===== config.mk =====
export PLATFORM = sky130hd
export DESIGN_NAME = alu_byte_sequencer
export DESIGN_NICKNAME = d
export VERILOG_FILES = /design/src/rtl/alu_byte_sequencer.sv
export SDC_FILE = /design/constraint.sdc
export NUM_CORES = 1
export LEC_CHECK = 0
export CORE_ASPECT_RATIO = 1.1
export CORE_UTILIZATION = 35
export CTS_CLUSTER_SIZE = 30
export DETAILED_ROUTE_END_ITERATION = 8
export PLACE_DENSITY = 0.66
export SLEW_MARGIN = 25
export SYNTH_ARGS = -nofsm -noshare
export SYNTH_HDL_FRONTEND = slang
export SYNTH_SLANG_ARGS = --single-unit

===== constraint.sdc =====
create_clock -name clk -period 2.49 [get_ports clk]
set_input_delay 0.747 -clock clk [delete_from_list [all_inputs] [get_ports clk]]
set_output_delay 0.747 -clock clk [all_outputs]
set_load 0.02 [all_outputs]

===== src/rtl/alu_byte_sequencer.sv =====
// Issue/collect stage that walks an external 8-bit ALU over a BYTES-wide operation, LSB first.
// Define ALU_BYTE_SEQUENCER_OVF_EN to build signed-overflow detection into rsp_flags[3].
module alu_byte_sequencer #(
    parameter int unsigned BYTES = 2
) (
    input  logic                 clk,
    input  logic                 rst_n,
    input  logic                 req_valid,
    output logic                 req_ready,
    input  logic [2:0]           req_op,
    input  logic [8*BYTES-1:0]   req_a,
    input  logic [8*BYTES-1:0]   req_b,
    output logic                 rsp_valid,
    input  logic                 rsp_ready,
    output logic [8*BYTES-1:0]   rsp_d,
    output logic [7:0]           rsp_flags,
    output logic [7:0]           alu_a,
    output logic [7:0]           alu_b,
    output logic [7:0]           alu_fi,
    output logic [6:0]           alu_op,
    input  logic [7:0]           alu_d,
    input  logic [7:0]           alu_fo
);

    localparam int unsigned W  = 8 * BYTES;
    localparam int unsigned IW = (BYTES > 1) ? $clog2(BYTES) : 1;

    localparam logic [IW-1:0] LastIdx = IW'(BYTES - 1);

    localparam logic [1:0] StIdle = 2'd0;
    localparam logic [1:0] StRun  = 2'd1;
    localparam logic [1:0] StDone = 2'd2;

    localparam logic [2:0] OpAdd = 3'd0;
    localparam logic [2:0] OpAdc = 3'd1;
    localparam logic [2:0] OpSub = 3'd2;
    localparam logic [2:0] OpSbc = 3'd3;
    localparam logic [2:0] OpAnd = 3'd4;
    localparam logic [2:0] OpOr  = 3'd5;
    localparam logic [2:0] OpNot = 3'd6;
    localparam logic [2:0] OpRsv = 3'd7;

    localparam logic [6:0] AluAdd = 7'b0000001;
    localparam logic [6:0] AluSub = 7'b0000010;
    localparam logic [6:0] AluAnd = 7'b0000100;
    localparam logic [6:0] AluOr  = 7'b0001000;
    localparam logic [6:0] AluNot = 7'b0010000;

    logic [1:0]    state_q, state_d;
    logic [2:0]    op_q, op_d;
    logic [W-1:0]  a_q, a_d;
    logic [W-1:0]  b_q, b_d;
    logic [IW-1:0] idx_q, idx_d;
    logic          chain_q, chain_d;
    logic          zero_q, zero_d;
    logic [W-1:0]  res_q, res_d;
    logic [7:0]    flags_q, flags_d;
    logic          carry_q, carry_d;

    logic          is_arith;
    logic          is_sub;
    logic          zero_final;
    logic          ovf_final;
    logic [7:0]    flags_final;

    // Flag bits 7:1 of the ALU are not part of the chaining contract.
    logic unused_fo;
    assign unused_fo = ^alu_fo[7:1];

    assign is_arith = ~op_q[2];
    assign is_sub   = op_q[1];

    assign req_ready = (state_q == StIdle);
    assign rsp_valid = (state_q == StDone);
    assign rsp_d     = res_q;
    assign rsp_flags = flags_q;

    // ALU drive is purely combinational and only active while walking bytes.
    always_comb begin
        alu_a  = 8'h00;
        alu_b  = 8'h00;
        alu_fi = 8'h00;
        alu_op = 7'b0000000;
        if (state_q == StRun) begin
            alu_a  = a_q[{idx_q, 3'b000} +: 8];
            alu_b  = b_q[{idx_q, 3'b000} +: 8];
            alu_fi = {7'b0000000, chain_q};
            unique case (op_q)
                OpAdd, OpAdc: alu_op = AluAdd;
                OpSub, OpSbc: alu_op = AluSub;
                OpAnd:        alu_op = AluAnd;
                OpOr:         alu_op = AluOr;
                OpNot:        alu_op = AluNot;
                default:      alu_op = 7'b0000000;
            endcase
        end
    end

    assign zero_final = zero_q & (alu_d == 8'h00);

`ifdef ALU_BYTE_SEQUENCER_OVF_EN
    // Signed overflow from operand MSBs and the MSB of the last (most significant) byte.
    always_comb begin
        ovf_final = 1'b0;
        if (is_arith) begin
            if (is_sub) begin
                ovf_final = (a_q[W-1] != b_q[W-1]) && (alu_d[7] != a_q[W-1]);
            end else begin
                ovf_final = (a_q[W-1] == b_q[W-1]) && (alu_d[7] != a_q[W-1]);
            end
        end
    end
`else
    assign ovf_final = 1'b0;
    logic unused_sub;
    assign unused_sub = is_sub;
`endif

    always_comb begin
        flags_final    = 8'h00;
        flags_final[0] = is_arith ? alu_fo[0] : carry_q;
        flags_final[1] = zero_final;
        flags_final[2] = ~alu_d[7] & ~zero_final;
        flags_final[3] = ovf_final;
    end

    always_comb begin
        state_d = state_q;
        op_d    = op_q;
        a_d     = a_q;
        b_d     = b_q;
        idx_d   = idx_q;
        chain_d = chain_q;
        zero_d  = zero_q;
        res_d   = res_q;
        flags_d = flags_q;
        carry_d = carry_q;
        unique case (state_q)
            StIdle: begin
                if (req_valid) begin
                    op_d    = req_op;
                    a_d     = req_a;
                    b_d     = req_b;
                    idx_d   = '0;
                    zero_d  = 1'b1;
                    chain_d = ((req_op == OpAdc) || (req_op == OpSbc)) ? carry_q : 1'b0;
                    if (req_op == OpRsv) begin
                        res_d   = '0;
                        flags_d = 8'h82;
                        state_d = StDone;
                    end else begin
                        state_d = StRun;
                    end
                end
            end
            StRun: begin
                res_d[{idx_q, 3'b000} +: 8] = alu_d;
                zero_d = zero_final;
                if (is_arith) begin
                    chain_d = alu_fo[0];
                end
                if (idx_q == LastIdx) begin
                    flags_d = flags_final;
                    if (is_arith) begin
                        carry_d = alu_fo[0];
                    end
                    state_d = StDone;
                end else begin
                    idx_d = idx_q + IW'(1);
                end
            end
            StDone: begin
                if (rsp_ready) begin
                    state_d = StIdle;
                end
            end
            default: state_d = StIdle;
        endcase
    end

    always_ff @(posedge clk or negedge rst_n) begin
        if (!rst_n) begin
            state_q <= StIdle;
            op_q    <= 3'd0;
            a_q     <= '0;
            b_q     <= '0;
            idx_q   <= '0;
            chain_q <= 1'b0;
            zero_q  <= 1'b0;
            res_q   <= '0;
            flags_q <= 8'h00;
            carry_q <= 1'b0;
        end else begin
            state_q <= state_d;
            op_q    <= op_d;
            a_q     <= a_d;
            b_q     <= b_d;
            idx_q   <= idx_d;
            chain_q <= chain_d;
            zero_q  <= zero_d;
            res_q   <= res_d;
            flags_q <= flags_d;
            carry_q <= carry_d;
        end
    end

endmodule


==> results of run 1 <==
==> power breakdown <==
group | switching (mW) | internal (mW) | leakage, nW
clock | 0.356 | 0.534 | 0.102
combinational | 1.19 | 1.24 | 0.999
sequential | 0.278 | 1.48 | 0.734
total | 1.82 | 3.26 | 1.83
==> cell families (layout without fill, tap and decap cells) <==
logic type	after synthesis	count (layout)	synth area share, %
other cells	1	13	0.132
buf+inv	31	120	6.63
mux	52	52	19.9
simple gates	62	62	11.0
compound gates	29	29	8.36
flops	61	61	53.9
==> flip-flops by register name, summed over array words and instances, names as in the netlist <==
name	count
a_q	16
b_q	16
carry_q	1
chain_q	1
idx_q	1
op_q	3
rsp_d	16
rsp_flags	4
state_q	2
zero_q	1
==> per-stage QoR <==
stage               utilization, %  instance area (sq um)  worst slack [ps]  hold slack [ps]  power, mW
detailed placement            49.4                   3890              68.6              471       4.33
CTS                           51.7                   4070              12.8              426       5.15
floorplan                        -                   2880               387              451       3.28
global route                  51.7                   4070             0.943              452       5.42
finish                        51.7                   4070              74.8              416       5.08
global placement              49.4                   3890              66.2              463       4.27
==> placed cells by master, fill, tap and decap left out, drive strengths merged <==
master	n
nand2b	2
nor2	21
clkbuf	17
clkdlybuf4s15	7
nand3b	4
conb	13
dfrtp	61
mux2i	17
and4	1
nand2	21
buf	12
a21oi	2
mux2	35
a211o	2
clkdlybuf4s50	67
o22ai	1
nor3	2
o21ai	5
nor4	1
a2bb2oi	1
dlymetal6s2s	2
nor2b	2
a221oi	1
o2bb2ai	16
or3b	1
nor4b	2
dlygate4sd2	10
a21o	1
bufinv	1
nand3	1
and3	1
inv	4
nor3b	3
==> layout make-up <==
cell class | count | share of cell area (%)
clock buffer | 13 | 4.16
clock inverter | 1 | 0.739
inverter | 4 | 0.369
multi-input combinational | 156 | 28.7
sequential | 61 | 37.5
tap | 108 | 3.32
timing repair buffer | 102 | 25.2
==> critical path, stage by stage (launching register included) <==
cell           delay (ps)
dfrtp_1               430
nand2b_2              280
buf_12                190
nor2_1                 90
dlygate4sd2_1         340
==> how the worst min path moves through the flow <==
stage                               end                      from  slack, ps  depth (start not counted)
2_1_floorplan        a_q[0]$_DFFE_PN0P_                     rst_n        450                          0
5_1_grt        rsp_flags[7]$_DFFE_PN0P_                     rst_n        450                          2
4_1_cts           rsp_d[14]$_DFFE_PN0P_                     rst_n        430                          2
3_5_place_dp   rsp_flags[7]$_DFFE_PN0P_  rsp_flags[7]$_DFFE_PN0P_        470                          1
6_report          rsp_d[13]$_DFFE_PN0P_                     rst_n        420                          2
3_3_place_gp   rsp_flags[7]$_DFFE_PN0P_  rsp_flags[7]$_DFFE_PN0P_        460                          1
==> routing by layer <==
layer	share of wire, %	vias up
met2	47	83
met1	42	1049
li1	-	996
met5	0	-
met4	1.6	0
met3	8.6	10
==> repair_timing <==
item | in CTS | in global routing
pin swaps | 0 | 0
gates resized for setup | 23 | 17
setup endpoints to repair | 22 | 13
==> qor.csv, run 1 <==
metric,value,unit
dominant cells by area after synthesis,"dfrtp_1, mux2_2, mux2i_1, o2bb2ai_1, buf_4",
grt peak-use layer,met2,
# Post-CTS Setup Buffers,0,
Core Box Area,7870,sq um
"Hold Vio Cnt, Final",0,
ys flop type,dfrtp_1,
Worst Setup EP,alu_a[6],
worst-case clock buffer depth,2,
Max rail drop VDD,0.564,mV
post-synthesis async set-or-reset flop share,100,%
vias per cell,4.80,
fillcell total,716,
hold_buf cts,0,
"Reg clk slew, reported paths",70,ps
Layout Cells excl Fill,445,
WS Path Type,register to output port,
Required @ worst endpoint,1740,ps
antenna violations before repair,0,
placed cells,431,
Routed WL,6.14,mm
drt pass-1 iters,4,
crit path time final,2420,ps
Worst-Skew Late Latency,330,ps
CP startpoint kind,register,
largest net degree at the start of global routing,62,
Seq. cell area,1530,sq um
"EDFF count, synth",0,
worst reg2reg path startpoint,state_q[1]$_DFFE_PN0P_,
Critical Path AT,1670,ps
worst slew pin tran,569,ps
syn avg cell area,12.0,sq um
sequential share of the synthesized area,53.9,%
wire length per cell,13.8,um
starting utilization of the core area,36.0,%
FF-to-FF setup slack,870,ps
clock root cell,clkbuf_8,
first-pass GRT wire length,10.1,mm
hpwl dp,4.39,mm
"count leader, synth",dfrtp_1,
FMAX,0.414,GHz
Layout Nets,389,
TritonCTS Buffers,9,
Synth top cells by count,"dfrtp_1, mux2_2, nand2_1, nor2_1, mux2i_1",
Synth top area share,53.9,%
FF-to-FF End,b_q[4]$_DFFE_PN0P_,
residual DRC count,0,
RSZ-0062 raised after global routing,no,
total negative slack,0,ps
Max transition margin,61.9,%
Routability Congestion,0.748,
initial DRC count,74,
Final Cycle Share,97.0,%
largest fanout on the critical path,19,
Netlist cell types,31,
clock sink count,61,
#FFs+latches synth,61,
IO buf count,91,
antenna diode count,0,
remaining antenna violation count,0,
"Setup violations, final",0,
max-slew violations,0,
Critical Path Start,state_q[1]$_DFFE_PN0P_,
PD cells,1250,nW/um^2
gr ovfl total,0,
standard-cell rows,34,
synthesis-to-layout area growth,43.6,%
met1 GRT Util,18.5,%
"area leader, netlist",dfrtp_1,
Syn. warnings,0,
vias,2138,
Max-cap violations,0,
total die area,8450,sq um
total track usage,15.8,%
reg2reg path depth,4,
Gate Count Post-Synth,236,
CTS tree,yes,
outcome,finished clean,
vias in the first global route,2128,
M2 GR Usage,25.7,%
Die Y,96.3,um
area of the multi-input gates,1170,sq um
die width,87.7,um
H-tree level count,3,
Pleak,1.83,nW
Ports,112,
HP Class,input pin to asynchronous set/reset pin,
layout cell share with drive strength beyond 1,21.1,%
CP Capture Type,output port,
clk_skew,8.21,ps
Syn Std Cell Area,2830,sq um
routing usage on met3,5.92,%
No activity file was read; power rests on OpenSTA's default activity.
==> run 2, diff against run 1 <==
--- a/config.mk
+++ b/config.mk
@@ -5,8 +5,11 @@
 export SDC_FILE = /design/constraint.sdc
 export NUM_CORES = 1
 export LEC_CHECK = 0
+export CAP_MARGIN = 30
 export CORE_ASPECT_RATIO = 1.1
 export CORE_UTILIZATION = 35
+export CTS_BUF_LIST = sky130_fd_sc_hd__clkbuf_8
+export CTS_CLUSTER_DIAMETER = 150
 export CTS_CLUSTER_SIZE = 30
 export DETAILED_ROUTE_END_ITERATION = 8
 export PLACE_DENSITY = 0.66
==> qor.csv, run 2 (synthesized netlist as in run 1, its figures left out) <==
metric,value,unit,change
IO buf count,91,,unchanged
standard-cell rows,34,,unchanged
gr ovfl total,0,,unchanged
PD cells,1250,nW/um^2,about the same
Die Y,96.3,um,unchanged
Worst-Skew Late Latency,330,ps,about the same
Routability Congestion,0.748,,unchanged
clk_skew,8.21,ps,unchanged
Routed WL,6.14,mm,about the same
"Reg clk slew, reported paths",70,ps,about the same
Clock power frac,17.5,%,about the same
Seq pwr share,34.7,%,about the same
Int Power,3.26,mW,-0.13%
Max-cap violations,0,,unchanged
Core Box Area,7870,sq um,unchanged
initial DRC count,74,,unchanged
worst reg2reg path startpoint,state_q[1]$_DFFE_PN0P_,,
remaining antenna violation count,0,,unchanged
Util after Layout,51.7,%,unchanged
WS Path Type,register to output port,,
Max transition margin,61.9,%,unchanged
worst slew pin tran,569,ps,unchanged
Ports,112,,unchanged
wire length per cell,13.8,um,about the same
FF-to-FF End,b_q[4]$_DFFE_PN0P_,,
layout cell share with drive strength beyond 1,21.1,%,unchanged
Max rail drop VDD,0.564,mV,unchanged
worst-case clock buffer depth,2,,unchanged
FF-to-FF setup slack,870,ps,about the same
synthesis-to-layout area growth,43.6,%,unchanged
TritonCTS Buffers,9,,unchanged
total track usage,15.8,%,unchanged
antenna violations before repair,0,,unchanged
RSZ-0062 raised after global routing,no,,
most frequent cells in the layout,"clkdlybuf4s50_1, dfrtp_1, mux2_2",,
"Hold Vio Cnt, Final",0,,unchanged
FMAX,0.414,GHz,unchanged
Critical Path AT,1670,ps,about the same
H-tree level count,3,,unchanged
clock root cell,clkbuf_8,,
vias per cell,4.80,,unchanged
HP Class,input pin to asynchronous set/reset pin,,
die width,87.7,um,unchanged
total die area,8450,sq um,unchanged
Final Cycle Share,97.0,%,unchanged
# Post-CTS Setup Buffers,0,,unchanged
largest fanout on the critical path,19,,unchanged
CP startpoint kind,register,,
Gate power share,47.9,%,about the same
CP Capture Type,output port,,
"Setup violations, final",0,,unchanged
drt pass-1 iters,4,,unchanged
antenna diode count,0,,unchanged
first-pass GRT wire length,10.1,mm,unchanged
Required @ worst endpoint,1740,ps,about the same
outcome,finished clean,,
vias,2138,,unchanged
residual DRC count,0,,unchanged
total negative slack,0,ps,unchanged
hpwl dp,4.39,mm,unchanged
fillcell total,716,,unchanged
Pleak,1.84,nW,+0.23%
Sw Pwr,1.82,mW,about the same
CTS tree,yes,,
starting utilization of the core area,36.0,%,unchanged
reg2reg path depth,4,,unchanged
max-slew violations,0,,unchanged
crit path time final,2420,ps,unchanged
vias in the first global route,2128,,unchanged
clock sink count,61,,unchanged
largest net degree at the start of global routing,62,,unchanged
Switching Fraction,35.8,%,about the same
Layout Nets,389,,unchanged
"commonest non-fill, non-tap cell in the layout",clkdlybuf4s50_1,,
run 2: cell types whose count changed in the layout (fill, tap and decap cells not counted):
cell      before  now
inv_1          4    5
clkbuf_1       1    0
run 2: power groups by stage:
stage	registers, mW	clock network, mW	logic [mW]
3_5_place_dp	1.78	0	2.54
3_3_place_gp	1.76	0	2.51
6_report	1.76	0.886	2.43
4_1_cts	1.77	0.918	2.46
5_1_grt	1.82	0.943	2.65
2_1_floorplan	1.88	0	1.40
run 2: layout make-up:
| class | count | area, sq um | area share (%) |
|---|---|---|---|
| Clock inverter | 2 | 33.8 | 0.831 |
| Tap cell | 108 | 135 | 3.32 |
| Timing Repair Buffer | 102 | 1020 | 25.2 |
| Inverter | 4 | 15.0 | 0.369 |
| Sequential cell | 61 | 1530 | 37.5 |
| Multi-Input combinational cell | 156 | 1170 | 28.7 |
| Clock buffer | 12 | 165 | 4.06 |
run 2: critical path, cell delays in order, from the launching register on:
cell and delay [ps]:
dfrtp_1 430, nand2b_2 280, buf_12 190, nor2_1 90, dlygate4sd2_1 340
run 2: stage by stage:
stage                     area (sq um)  hold WS, ps  setup WS [ps]  instances  total power [mW]
after detailed placement          3890          471           68.6        431              4.33
after floorplan                   2880          451            387        248              3.28
after global routing              4070          452          0.943        445              5.42
final                             4070          416           74.8        445              5.08
after CTS                         4070          426           12.8        445              5.15
after global placement            3890          463           66.2        431              4.27
run 2: timing repair:
| action | CTS | global route |
|---|---|---|
| resized for setup | 23 | 17 |
| hold buffers | 0 | 0 |
| setup endpoints to repair | 22 | 13 |
run 2: worst max path at each step:
| stage | start | endpoint | slack, ps | cells past startpoint |
|---|---|---|---|---|
| 4_1_cts | state_q[1]$_DFFE_PN0P_ | alu_op[1] | 10 | 3 |
| 5_1_grt | state_q[1]$_DFFE_PN0P_ | alu_a[2] | 0.9 | 4 |
| 3_5_place_dp | state_q[1]$_DFFE_PN0P_ | alu_b[4] | 70 | 4 |
| 6_report | state_q[1]$_DFFE_PN0P_ | alu_a[6] | 70 | 4 |
| 3_3_place_gp | state_q[1]$_DFFE_PN0P_ | alu_b[4] | 70 | 4 |
| 2_1_floorplan | state_q[1]$_DFFE_PN0P_ | alu_op[0] | 390 | 4 |
run 2: routing by layer:
layer  wire length (um)  global-route usage [%]  vias up
li1                   -                       -      996
met1               2600                    18.5     1049
met2               2920                    25.7       83
met3                526                    5.92       10
met4                100                    6.97        0
met5                  0                       0        -
